File: config.mk
export PLATFORM = sky130hd
export DESIGN_NAME = pos_counter_flat
export DESIGN_NICKNAME = d
export VERILOG_FILES = /design/src/rtl/pos_counter_if.sv /design/src/rtl/pos_counter.sv /design/src/flat_wrapper.sv
export SDC_FILE = /design/constraint.sdc
export NUM_CORES = 1
export LEC_CHECK = 0
export ABC_CLOCK_PERIOD_IN_PS = 8300
export CAP_MARGIN = 25
export CORE_ASPECT_RATIO = 0.8
export CORE_MARGIN = 2
export CORE_UTILIZATION = 31
export DETAILED_ROUTE_END_ITERATION = 12
export GPL_TIMING_DRIVEN = 0
export PLACE_DENSITY = 0.51
export SYNTH_ARGS = -nofsm -noshare
export SYNTH_HDL_FRONTEND = slang
export SYNTH_SLANG_ARGS = --single-unit
File: constraint.sdc
create_clock -name clk -period 8.3 [get_ports clk]
set_clock_uncertainty 0.15 [all_clocks]
set_input_delay 2.075 -clock clk [delete_from_list [all_inputs] [get_ports clk]]
set_output_delay 2.075 -clock clk [all_outputs]
set_load 0.01 [all_outputs]
File: src/rtl/pos_counter_if.sv
// Parent-facing control/readback bundle of one wheel position counter.
// The parent drives clear/subtract/distance and reads pos1/pos2.
interface pos_counter_if;
  logic [1:0]  clear;
  logic        subtract;
  logic [15:0] distance;
  logic [15:0] pos1;
  logic [15:0] pos2;

  modport master (
    output clear,
    output subtract,
    output distance,
    input  pos1,
    input  pos2
  );

  modport slave (
    input  clear,
    input  subtract,
    input  distance,
    output pos1,
    output pos2
  );
endinterface

File: src/rtl/pos_counter.sv
// Encoder edge counter: trip count pos1 and rebasable distance count pos2.
// Define POSCOUNTER_SYNC_EN for the 2-flop synchronizer (latency 2, else 1).
module pos_counter (
  input  logic         clk,
  input  logic         reset,
  input  logic         sensor,
  pos_counter_if.slave bus
);

  logic        rise;
  logic [15:0] pos1_q;
  logic [15:0] pos2_q;

`ifdef POSCOUNTER_SYNC_EN
  logic s1, s2, s3;

  always_ff @(posedge clk) begin
    if (reset) begin
      s1 <= 1'b0;
      s2 <= 1'b0;
      s3 <= 1'b0;
    end else begin
      s1 <= sensor;
      s2 <= s1;
      s3 <= s2;
    end
  end

  assign rise = s2 & ~s3;
`else
  // sensor already synchronous to clk: s1 is the sample, s2 the history
  logic s1, s2;

  always_ff @(posedge clk) begin
    if (reset) begin
      s1 <= 1'b0;
      s2 <= 1'b0;
    end else begin
      s1 <= sensor;
      s2 <= s1;
    end
  end

  assign rise = s1 & ~s2;
`endif

  always_ff @(posedge clk) begin
    if (reset)
      pos1_q <= '0;
    else if (bus.clear[0])
      pos1_q <= '0;
    else if (rise)
      pos1_q <= pos1_q + 16'd1;
  end

  // a rebase in an edge cycle still counts the edge
  always_ff @(posedge clk) begin
    if (reset)
      pos2_q <= '0;
    else if (bus.clear[1])
      pos2_q <= '0;
    else if (bus.subtract)
      pos2_q <= pos2_q - bus.distance + {15'd0, rise};
    else if (rise)
      pos2_q <= pos2_q + 16'd1;
  end

  assign bus.pos1 = pos1_q;
  assign bus.pos2 = pos2_q;

endmodule

File: src/flat_wrapper.sv
// flat-port wrapper written by rule: the top's interface ports become plain ports
module pos_counter_flat 
  (clk, reset, sensor, bus_clear, bus_subtract, bus_distance, bus_pos1, bus_pos2);
  pos_counter_if bus_i ();
  input  logic clk;
  input  logic reset;
  input  logic sensor;
  input wire logic [$bits(bus_i.clear)-1:0] bus_clear;
  input wire logic [$bits(bus_i.subtract)-1:0] bus_subtract;
  input wire logic [$bits(bus_i.distance)-1:0] bus_distance;
  output wire logic [$bits(bus_i.pos1)-1:0] bus_pos1;
  output wire logic [$bits(bus_i.pos2)-1:0] bus_pos2;
  assign bus_i.clear = bus_clear;
  assign bus_i.subtract = bus_subtract;
  assign bus_i.distance = bus_distance;
  assign bus_pos1 = bus_i.pos1;
  assign bus_pos2 = bus_i.pos2;
  pos_counter u_core (.clk(clk), .reset(reset), .sensor(sensor), .bus(bus_i));
endmodule
# After elaboration in Yosys (flattened, before gate mapping)
# Cells that the tools add are included.
# Widths: inputs -> output; s select.
word_totals:
  regBits: 34
  word_cells: 15
  output_inout_bits: 32
  inputBits: 22
op_classes:
  mux: 2
  n_bitwise: 2
  addsub: 4
  n_reduce_logical: 3
ops:
  columns: ["op", "n"]
  rows:
  - ["$add 16x1->16 const B", 2]
  - ["$mux 16", 2]
  - ["$add 16x1->16", 1]
  - ["$sub 16x16->16", 1]
  - ["$reduce_or 2->1", 2]
  - ["$reduce_bool 2->1", 1]
  - ["$and 1x1->1", 1]
  - ["$not 1->1", 1]

# Depth between registers and ports, before layout
# Gate-level depths: netlist (run 1).
depth:
  depth_word: 4
  mapped_depth: 11
  mapped_depth_nobuf: 11

# Least setup slack after synthesis (run 1)
# No wires, ideal clock.
synth_path:
  path_kind: "input port to flip-flop"
  startpoint: "input port bus_distance[0]"
  endpoint: "register u_core.pos2_q[12], in the netlist u_core.bus.pos2[12]"
  cell_stages: 10
  n_path_buf: 0
  setup_ns: 0.116
  t_required_ns: 8.034
  slack_ns: 3.817
  arrival_ns: 4.217
  path_cell_list: "ha_1 > inv_1 > ha_1 > fa_1 > a21o_1 > and4_4 > o31ai_4 > a21oi_2 > or3_1 > a41o_1"
synth_between:
  elab_chain_cells: 3
synth_rtl:
  columns: ["element", "line_no", "source"]
  rows:
  - ["start: declaration", "flat_wrapper.sv:10", "input wire logic [$bits(bus_i.distance)-1:0] bus_distance;"]
  - ["$sub 16x16->16", "pos_counter.sv:63", "pos2_q <= pos2_q - bus.distance + {15'd0, rise};"]
  - ["$add 16x1->16", "pos_counter.sv:63", null]
  - ["$mux 16", "pos_counter.sv:62", "else if (bus.subtract)"]
  - ["end signal: assignment", "pos_counter.sv:63", null]
  - ["end signal: assignment", "pos_counter.sv:65", "pos2_q <= pos2_q + 16'd1;"]
  - ["end: declaration", "pos_counter.sv:12", "logic [15:0] pos2_q;"]
# No other way between the ends.
# A chain may end at the register's enable or synchronous reset.

# Final worst setup path (run 1)
layout_path:
  startpoint: "input port bus_distance[0]"
  endpoint: "register u_core.pos2_q[14], in the netlist u_core.bus.pos2[14]"
# The elaborated chain is that of the path after synthesis.

==> flow_summary.toml, run 1 <==
[outcome]
status = "finished clean"

[yosys]
async_reset_ff_share_pct = 0
ys_warn_count = 0
synth_edf_count = 0
netlist_instances = 321
synth_fp_nets = 376
synth.avg_cell_area_sq_um = 8.14
synth.largest_area_cell = "dfxtp_1"
ys.flop_type = "dfxtp_1"
ys_seq_area_share_pct = 26.0
synth_top_cells_by_area = "dfxtp_1 26%, ha_1 15%, xnor2_1 6.0%"
synth_seq_cells = 34
synth_area_sq_mm = 0.00261
synth_top_area_share_pct = 26.0
yosysUniqueCellTypes = 47

[sta]
setup-tns-final_ps = 0
rsz0062_at_grt = "false"
finalSetupViolations = 0
max_freq_mhz = 206
hold_viol_final = 0
period_minus_slack_ps = 4860
tightest_slew_ps = 549
post-route-period-util_pct = 58.5
drv_slew = 0
max_slew_margin_pct = 63.4

[placement]
place_inst = 481
io_buffers = 52
placed_area_sq_mm = 0.00327
gp_congestion = 0.898
dp_hpwl_mm = 5.21

[drt]
vias_per_cell = 4.92
num_vias = 2404
first_pass_iters = 4
drc = 0
drt-initial-drc-count = 76
routed_wl_mm = 6.56
avgRoutedWirePerCell_microns = 13.4
ant_nets = 0

[clocking]
cts_resized = 0
cts_hold_buf = 0
cts_tree = "done"
h-tree-depth = 2
cts_inserted_buffers = 5
cts_root_buffer = "clkbuf_8"
clock_path_buffers = 2
clock_latency_ps = 280
cts.sinks = 34
post-cts-setup-buffers = 0
clk_pin_slew_ps = 70

[flow_run]
maxCapViolations = 0

[global_route]
grt_first_pass_wirelength_mm = 10.7
grt_overflow_total = 0
antenna_found_initial = 0
grt_pass1_vias = 2130
grt_usage_pct = 14.6
grt_start_max_net_pins = 11

[cells_and_area]
layout_commonest_cell = "clkdlybuf4s50_1"
seq_area_sq_um = 681
final_cell_mix = "52 x clkdlybuf4s50_1, 34 x nor2_1, 34 x dfxtp_1, 32 x ha_1, 21 x nand2_1"
drive_gt1_share_pct = 5.25
fin_util_pct = 41.9
fin_nets = 435
fillCellCount = 850
fin_area_sq_mm = 0.00338
fin_cells = 489
diodes = 0
multi_input_area_sq_mm = 0.00181
area_growth_syn_to_layout_pct = 29.2

[critical_path]
cp_cell_sequence = "clkdlybuf4s50_1 -> ha_1 -> inv_1 -> ha_1 -> fa_1 -> a21o_1 -> and4_4 -> nor4_1 -> o21ai_0 -> a21o_1 -> a31oi_1"
start_kind = "input port"
cp_max_fo = 3
critPathArrivalTime_ps = 4910
required_ps = 8350
cp_slowest_cell = "nor4_1"
cp-end-kind = "flop"
slowest_delay_ps = 470
crit_type = "input port to flop"

[floorplanning]
ios = 54
core_area_sq_mm = 0.00806
num_rows = 29
die_width_microns = 107
start_util_pct = 32.4
die_y_microns = 86.1
die_area_sq_mm = 0.00919

[pwr]
power_density_mw_per_mm2 = 128
cellLeakagePower_nw = 1.41
vdd_drop_max_mv = 0.0537

[min_path]
hold_class = "flop to flop"
## sequential cells by signal (all words and copies together) (netlist names)
name	flops
u_core.bus.pos1	16
u_core.s1	1
u_core.bus.pos2	16
u_core.s2	1
## final timing paths
path              slack [ps]                   to                start  depth (start not counted)
hold reg to reg          360  u_core.bus.pos1[10]  u_core.bus.pos1[10]                          2
setup reg to reg        5070  u_core.bus.pos2[14]   u_core.bus.pos2[0]                         11
setup / recovery        3440  u_core.bus.pos2[14]      bus_distance[0]                         11
hold / removal           360  u_core.bus.pos1[10]  u_core.bus.pos1[10]                          2
## per-layer routing
metal	vias up	track usage (%)	share of wire, %
li1	1270	-	-
met1	1082	23.3	56
met2	46	19.6	39
met3	6	2.89	3.9
met4	0	3.19	1.0
met5	-	0	0
## cells in the mapped netlist (3+ instances only)
library cell and count:
a211oi_1 6, a21o_1 11, a21oi_1 20, and2_1 3, and3_1 4, clkbuf_1 7
dfxtp_1 34, ha_1 32, inv_1 20, nand2_1 21, nand3_1 12, nand4_1 11
nand4b_1 3, nor2_1 34, nor2b_1 3, nor3_1 7, o21ai_0 16, or3_1 5
xnor2_1 18, xor2_1 17
## kinds of logic after synthesis
group,after synthesis,synth area share (%)
compound gates,70,17.5
xor+xnor,35,11.7
fa+ha+maj,33,16.1
buf+inv,31,4.60
flops,34,26.0
mux,4,1.63
simple gates,114,22.5
## per-stage QoR
step | setup WS [ps] | power (mW) | hold slack, ps
floorplan | 3820 | 0.249 | 328
global placement | 3190 | 0.286 | 333
detailed placement | 3200 | 0.286 | 350
CTS | 3490 | 0.436 | 359
global route | 3390 | 0.456 | 392
finish | 3440 | 0.430 | 356
## where the power goes
part | total [mW] | switching (mW) | internal (mW)
sequential | 0.177 | 0.00855 | 0.168
clock | 0.148 | 0.0586 | 0.0898
combinational | 0.106 | 0.0538 | 0.0517
total | 0.430 | 0.121 | 0.309
## area by class of cell
cell class	instances	area share, %
Inverter	21	2.34
Timing Repair Buffer	52	15.4
Tap cell	108	4.00
Multi-Input combinational cell	256	53.7
Clock inverter	1	0.890
Buffer	10	1.22
Clock buffer	7	2.26
Sequential cell	34	20.2
## critical path: cells and delay by family
family / cells / cell delay [ps]
AOI/OAI and AO/OA: 4 / 820
adders and majority gates: 3 / 900
buffers and inverters: 2 / 440
and+or+nand+nor: 2 / 680
Note: power is estimated with default switching activity, not from simulation.
==> run 2: changes to the inputs <==
--- a/config.mk
+++ b/config.mk
@@ -5,14 +5,14 @@
 export SDC_FILE = /design/constraint.sdc
 export NUM_CORES = 1
 export LEC_CHECK = 0
-export ABC_CLOCK_PERIOD_IN_PS = 8300
+export ABC_CLOCK_PERIOD_IN_PS = 4100
 export CAP_MARGIN = 25
 export CORE_ASPECT_RATIO = 0.8
 export CORE_MARGIN = 2
 export CORE_UTILIZATION = 31
 export DETAILED_ROUTE_END_ITERATION = 12
 export GPL_TIMING_DRIVEN = 0
-export PLACE_DENSITY = 0.51
+export PLACE_DENSITY = 0.53
 export SYNTH_ARGS = -nofsm -noshare
 export SYNTH_HDL_FRONTEND = slang
 export SYNTH_SLANG_ARGS = --single-unit
==> constraint.sdc (replaced) <==
create_clock -name clk -period 4.1 [get_ports clk]
set_clock_uncertainty 0.15 [all_clocks]
set_input_delay 1.025 -clock clk [delete_from_list [all_inputs] [get_ports clk]]
set_output_delay 1.025 -clock clk [all_outputs]
set_load 0.01 [all_outputs]
==> flow_summary.toml, run 2 (synthesis gave the netlist of run 1 again) <==
[outcome]
status = "finished clean"

[global_route]
grt_first_pass_wirelength_mm = 10.8
grt_pass1_vias = 2154
grt_overflow_total = 0
grt_usage_pct = 14.6
antenna_found_initial = 0
grt_start_max_net_pins = 11

[drt]
drc = 0
num_vias = 2409
wl_met3_microns = 274
vias_per_cell = 4.94
routed_wl_mm = 6.48
avgRoutedWirePerCell_microns = 13.3
first_pass_iters = 4
ant_nets = 0
routed.top_layer = "met4"
wl_met2_mm = 2.63
drt-initial-drc-count = 73
wl_met1_mm = 3.52

[placement]
place_inst = 481
gp_congestion = 0.850
io_buffers = 52
dp_hpwl_mm = 5.18

[cells_and_area]
drive_gt1_share_pct = 5.53
fin_nets = 435
fin_cells = 488
final_cell_mix = "52 x clkdlybuf4s50_1, 34 x nor2_1, 34 x dfxtp_1, 32 x ha_1, 21 x nand2_1"
fin_util_pct = 41.6
diodes = 0
area_growth_syn_to_layout_pct = 28.1
layout_commonest_cell = "clkdlybuf4s50_1"

[min_path]
hold_class = "flop to flop"
whs_path_depth = 2

[pwr]
p_comb_share_pct = 26.4
power_frac_seq_pct = 44.3
cellLeakagePower_nw = 1.40
fin_total_pwr_mw = 0.806
vdd_drop_max_mv = 0.116
p_int_mw = 0.558
pwr-share-clk_pct = 29.2
p_sw_share_pct = 30.7
power_density_mw_per_mm2 = 241
p_switching_mw = 0.247

[clocking]
clk_pin_slew_ps = 70
h-tree-depth = 2
cts_resized = 0
clock_path_buffers = 2
post-cts-setup-buffers = 0
cts_inserted_buffers = 5
cts_tree = "done"
cts_root_buffer = "clkbuf_8"
cts_hold_buf = 0
clock_latency_ps = 280
cts.sinks = 34

[critical_path]
critPathArrivalTime_ps = 3850
cp-end-kind = "flop"
cp_max_fo = 3
crit_type = "input port to flop"
reg2reg_depth = 11
required_ps = 4160
start_kind = "input port"

[floorplanning]
start_util_pct = 32.4
die_width_microns = 107
core_area_sq_mm = 0.00806
die_area_sq_mm = 0.00919
num_rows = 29
ios = 54
die_y_microns = 86.1

[sta]
max_slew_margin_pct = 65.2
period_minus_slack_ps = 3780
max_freq_mhz = 264
tightest_slew_ps = 518
setup-tns-final_ps = 0
rsz0062_at_grt = "false"
drv_slew = 0
finalSetupViolations = 0
post-route-period-util_pct = 92.3
hold_viol_final = 0

[flow_run]
maxCapViolations = 0
[run 2: changes by cell type in the layout (fill, tap and decap cells not counted)]
cell       delta
bufinv_16     -1
clkbuf_1      -2
clkinv_2      +2
[run 2: path summary, 6_finish.rpt]
check,from,end,slack (ps)
max,bus_distance[0],u_core.bus.pos2[14],320
min,u_core.bus.pos1[10],u_core.bus.pos1[10],360
max reg2reg,u_core.bus.pos2[0],u_core.bus.pos2[14],870
min reg2reg,u_core.bus.pos1[10],u_core.bus.pos1[10],360
[run 2: worst max-delay path, stage by stage]
cell and delay, ps:
clkdlybuf4s50_1 400, ha_1 270, inv_1 40, ha_1 210
fa_1 420, a21o_1 220, and4_4 210, nor4_1 480
o21ai_0 240, a21o_1 190, a31oi_1 140
[run 2: final cells by class]
type | count | area (sq um)
Clock buffer | 5 | 68.8
Timing Repair Buffer | 52 | 520
Sequential cell | 34 | 681
Buffer | 10 | 41.3
Multi-Input combinational cell | 256 | 1810
Tap cell | 108 | 135
Inverter | 21 | 78.8
Clock inverter | 2 | 10.0
Fill cell | 824 | 4710
[run 2: routing by layer]
layer	global-route usage, %	up-vias
met5	0	-
met4	3.19	0
met3	2.58	5
met2	20.6	43
met1	22.9	1102
li1	-	1259
[run 2: metrics by stage]
stage          setup slack, ps  hold slack [ps]  instance area (sq um)
2_1_floorplan              667              328                   2610
3_3_place_gp             -8.36              346                   3270
3_5_place_dp             -14.1              349                   3270
4_1_cts                    277              359                   3350
5_1_grt                    146              396                   3350
6_report                   315              356                   3350
[run 2: power groups by stage]
stage	registers [mW]	logic, mW	clock network, mW
3_5_place_dp	0.365	0.213	0
6_report	0.357	0.213	0.236
3_3_place_gp	0.365	0.212	0
5_1_grt	0.360	0.240	0.260
2_1_floorplan	0.364	0.139	0
4_1_cts	0.358	0.214	0.242
==> run 3: changes to the inputs <==
--- a/config.mk
+++ b/config.mk
@@ -5,14 +5,16 @@
 export SDC_FILE = /design/constraint.sdc
 export NUM_CORES = 1
 export LEC_CHECK = 0
+export ABC_AREA = 1
 export ABC_CLOCK_PERIOD_IN_PS = 4100
 export CAP_MARGIN = 25
 export CORE_ASPECT_RATIO = 0.8
 export CORE_MARGIN = 2
 export CORE_UTILIZATION = 31
+export CTS_BUF_LIST = sky130_fd_sc_hd__clkbuf_4
 export DETAILED_ROUTE_END_ITERATION = 12
 export GPL_TIMING_DRIVEN = 0
-export PLACE_DENSITY = 0.53
+export PLACE_DENSITY = 0.52
 export SYNTH_ARGS = -nofsm -noshare
 export SYNTH_HDL_FRONTEND = slang
 export SYNTH_SLANG_ARGS = --single-unit
==> flow_summary.toml, run 3 <==
[outcome]
status = "finished clean"

[yosys]
synth.avg_cell_area_sq_um = 6.50
yosysUniqueCellTypes = 37
synth_fp_nets = 497
synth_top_family_by_area = "simple AND/OR/NAND/NOR gates"
async_reset_ff_share_pct = 0
ys.flop_type = "dfxtp_1"
synthSimpleGateAreaFrac_pct = 33.5
synthTopCellsByCount = "91 x nand2_1, 69 x inv_1, 42 x nor2_1, 38 x nand3_1, 35 x a21oi_1"
ys_seq_area_share_pct = 23.7
synth_area_sq_mm = 0.00287
yosysMostFrequentCell = "nand2_1"
synth.largest_area_cell = "dfxtp_1"
netlist_instances = 442
synth-compound-area-share_pct = 14.7
synth_top_area_share_pct = 23.7
synth_seq_cells = 34
synth_top_cells_by_area = "dfxtp_1 24%, ha_1 14%, nand2_1 12%"
ys_warn_count = 0
synth-xor-area-share_pct = 2.74
synthAdderAreaFrac_pct = 14.6
synth_mux_area_share_pct = 0
synth_edf_count = 0

[pwr]
cellLeakagePower_nw = 1.66
p_switching_mw = 0.266
power_frac_seq_pct = 46.0
power_density_mw_per_mm2 = 216
p_comb_share_pct = 29.5
p_sw_share_pct = 34.2
fin_total_pwr_mw = 0.778
vdd_drop_max_mv = 0.100
p_int_mw = 0.512
pwr-share-clk_pct = 24.5

[sta]
rsz0062_at_grt = "false"
post-route-period-util_pct = 76.1
max_freq_mhz = 320
finalSetupViolations = 0
tightest_slew_ps = 499
drv_slew = 0
max_slew_margin_pct = 66.6
setup-tns-final_ps = 0
period_minus_slack_ps = 3120
hold_viol_final = 0

[cells_and_area]
drive_gt1_share_pct = 7.16
area_growth_syn_to_layout_pct = 25.3
diodes = 0
final_cell_mix = "91 x nand2_1, 69 x inv_1, 53 x clkdlybuf4s50_1, 42 x nor2_1, 38 x nand3_1"
layout_commonest_cell = "nand2_1"
fin_nets = 557
fillCellCount = 989

[floorplanning]
core_area_sq_mm = 0.00904
ios = 54
die_y_microns = 90.1
die_width_microns = 112
die_area_sq_mm = 0.0101
start_util_pct = 31.8
num_rows = 31

[clocking]
cts.sinks = 34
clock_latency_ps = 330
post-cts-setup-buffers = 0
cts_hold_buf = 0
h-tree-depth = 2
cts_tree = "done"
cts_resized = 0
cts_root_buffer = "clkbuf_4"
clk_pin_slew_ps = 110
clock_path_buffers = 2
cts_inserted_buffers = 5

[global_route]
grt_usage_pct = 15.5
grt_pass1_vias = 2620
antenna_found_initial = 0
grt_start_max_net_pins = 11
grt_overflow_total = 0
grt_first_pass_wirelength_mm = 13.0

[drt]
vias_per_cell = 4.83
avgRoutedWirePerCell_microns = 12.4
drc = 0
routed_wl_mm = 7.66
ant_nets = 0
num_vias = 2987
first_pass_iters = 4
drt-initial-drc-count = 206

[placement]
dp_hpwl_mm = 6.27
gp_congestion = 0.827
io_buffers = 53

[critical_path]
rrSetupSlack_ps = 1360
cp-end-kind = "flop"
worstReg2RegEnd = "u_core.bus.pos2[10]"
crit_path_end = "u_core.bus.pos2[10]"
crit_start = "bus_distance[0]"
required_ps = 4200
critPathArrivalTime_ps = 3220
regToRegStartpoint = "u_core.s2"
cp_max_fo = 4
reg2reg_depth = 16
crit_type = "input port to flop"
start_kind = "input port"

[flow_run]
maxCapViolations = 0

[min_path]
hold_class = "flop to flop"
-- run 3: cell count changes in the layout (fill, tap and decap cells not counted), moves of 6 or more --
cell	before	now
nand2_2	0	8
clkbuf_4	0	6
nand2_1	21	91
xor2_1	17	7
o21ai_0	16	25
nor2_1	34	42
a211oi_1	6	0
xnor2_1	18	2
a21oi_1	20	35
inv_1	20	69
nand3_1	12	38
a21o_1	11	0
-- run 3: critical path: stages --
cell and delay, ps:
clkdlybuf4s50_1 400, ha_1 270, inv_1 40, ha_1 190, fa_1 400, nand3_1 100
nand2_1 140, nand3_1 120, nand2_1 130, nand2_1 110, nand2_1 50, nand2_1 50
nand3_1 70, nand2_1 90, inv_1 30
-- run 3: worst min-delay path by stage --
stage / start / end / slack (ps) / depth (start not counted)
after global routing: u_core.s1 / u_core.s2 / 330 / 2
final: u_core.s1 / u_core.s2 / 300 / 2
after global placement: u_core.s1 / u_core.s2 / 280 / 2
after detailed placement: u_core.s1 / u_core.s2 / 280 / 2
after CTS: u_core.s1 / u_core.s2 / 300 / 2
after floorplan: u_core.s1 / u_core.s2 / 260 / 2
-- run 3: area by class of cell --
type	count	area, sq um	share of cell area [%]
buffer	6	27.5	0.764
timing repair buffer	53	531	14.7
clock inverter	2	8.76	0.243
clock buffer	6	45.0	1.25
multi-input combinational	328	1890	52.4
sequential	34	681	18.9
inverter	74	279	7.75
tap	115	144	4.00
-- run 3: logic make-up after synthesis --
| logic type | Yosys count |
|---|---|
| AOI/OAI and AO/OA | 77 |
| xor gates and xnor gates | 9 |
| adders and majority gates | 33 |
| buffers and inverters | 80 |
| DFF | 34 |
| and+or+nand+nor | 209 |
-- run 3: power by group through the flow --
stage	clock, mW	sequential (mW)	combinational, mW
3_3_place_gp	0	0.366	0.227
2_1_floorplan	0	0.364	0.146
4_1_cts	0.195	0.358	0.231
3_5_place_dp	0	0.366	0.229
6_report	0.190	0.358	0.230
5_1_grt	0.211	0.360	0.263
-- run 3: layer usage --
layer / vias up / part of all wire, % / track usage [%]
met2: 66 / 40 / 21.5
met1: 1339 / 55 / 24.7
met3: 2 / 4.8 / 2.70
met5: - / 0 / 0
li1: 1580 / - / -
met4: 0 / 0.31 / 2.57
-- run 3: stage by stage --
stage / instance area [sq um] / setup slack, ps / std cells / hold slack [ps] / utilization (%)
final: 3600 / 979 / 618 / 298 / 39.8
after global routing: 3600 / 786 / 618 / 331 / 39.8
after CTS: 3600 / 974 / 618 / 300 / 39.8
after detailed placement: 3550 / 608 / 610 / 281 / 39.2
after global placement: 3550 / 620 / 610 / 275 / 39.2
after floorplan: 2870 / 1290 / 442 / 265 / -
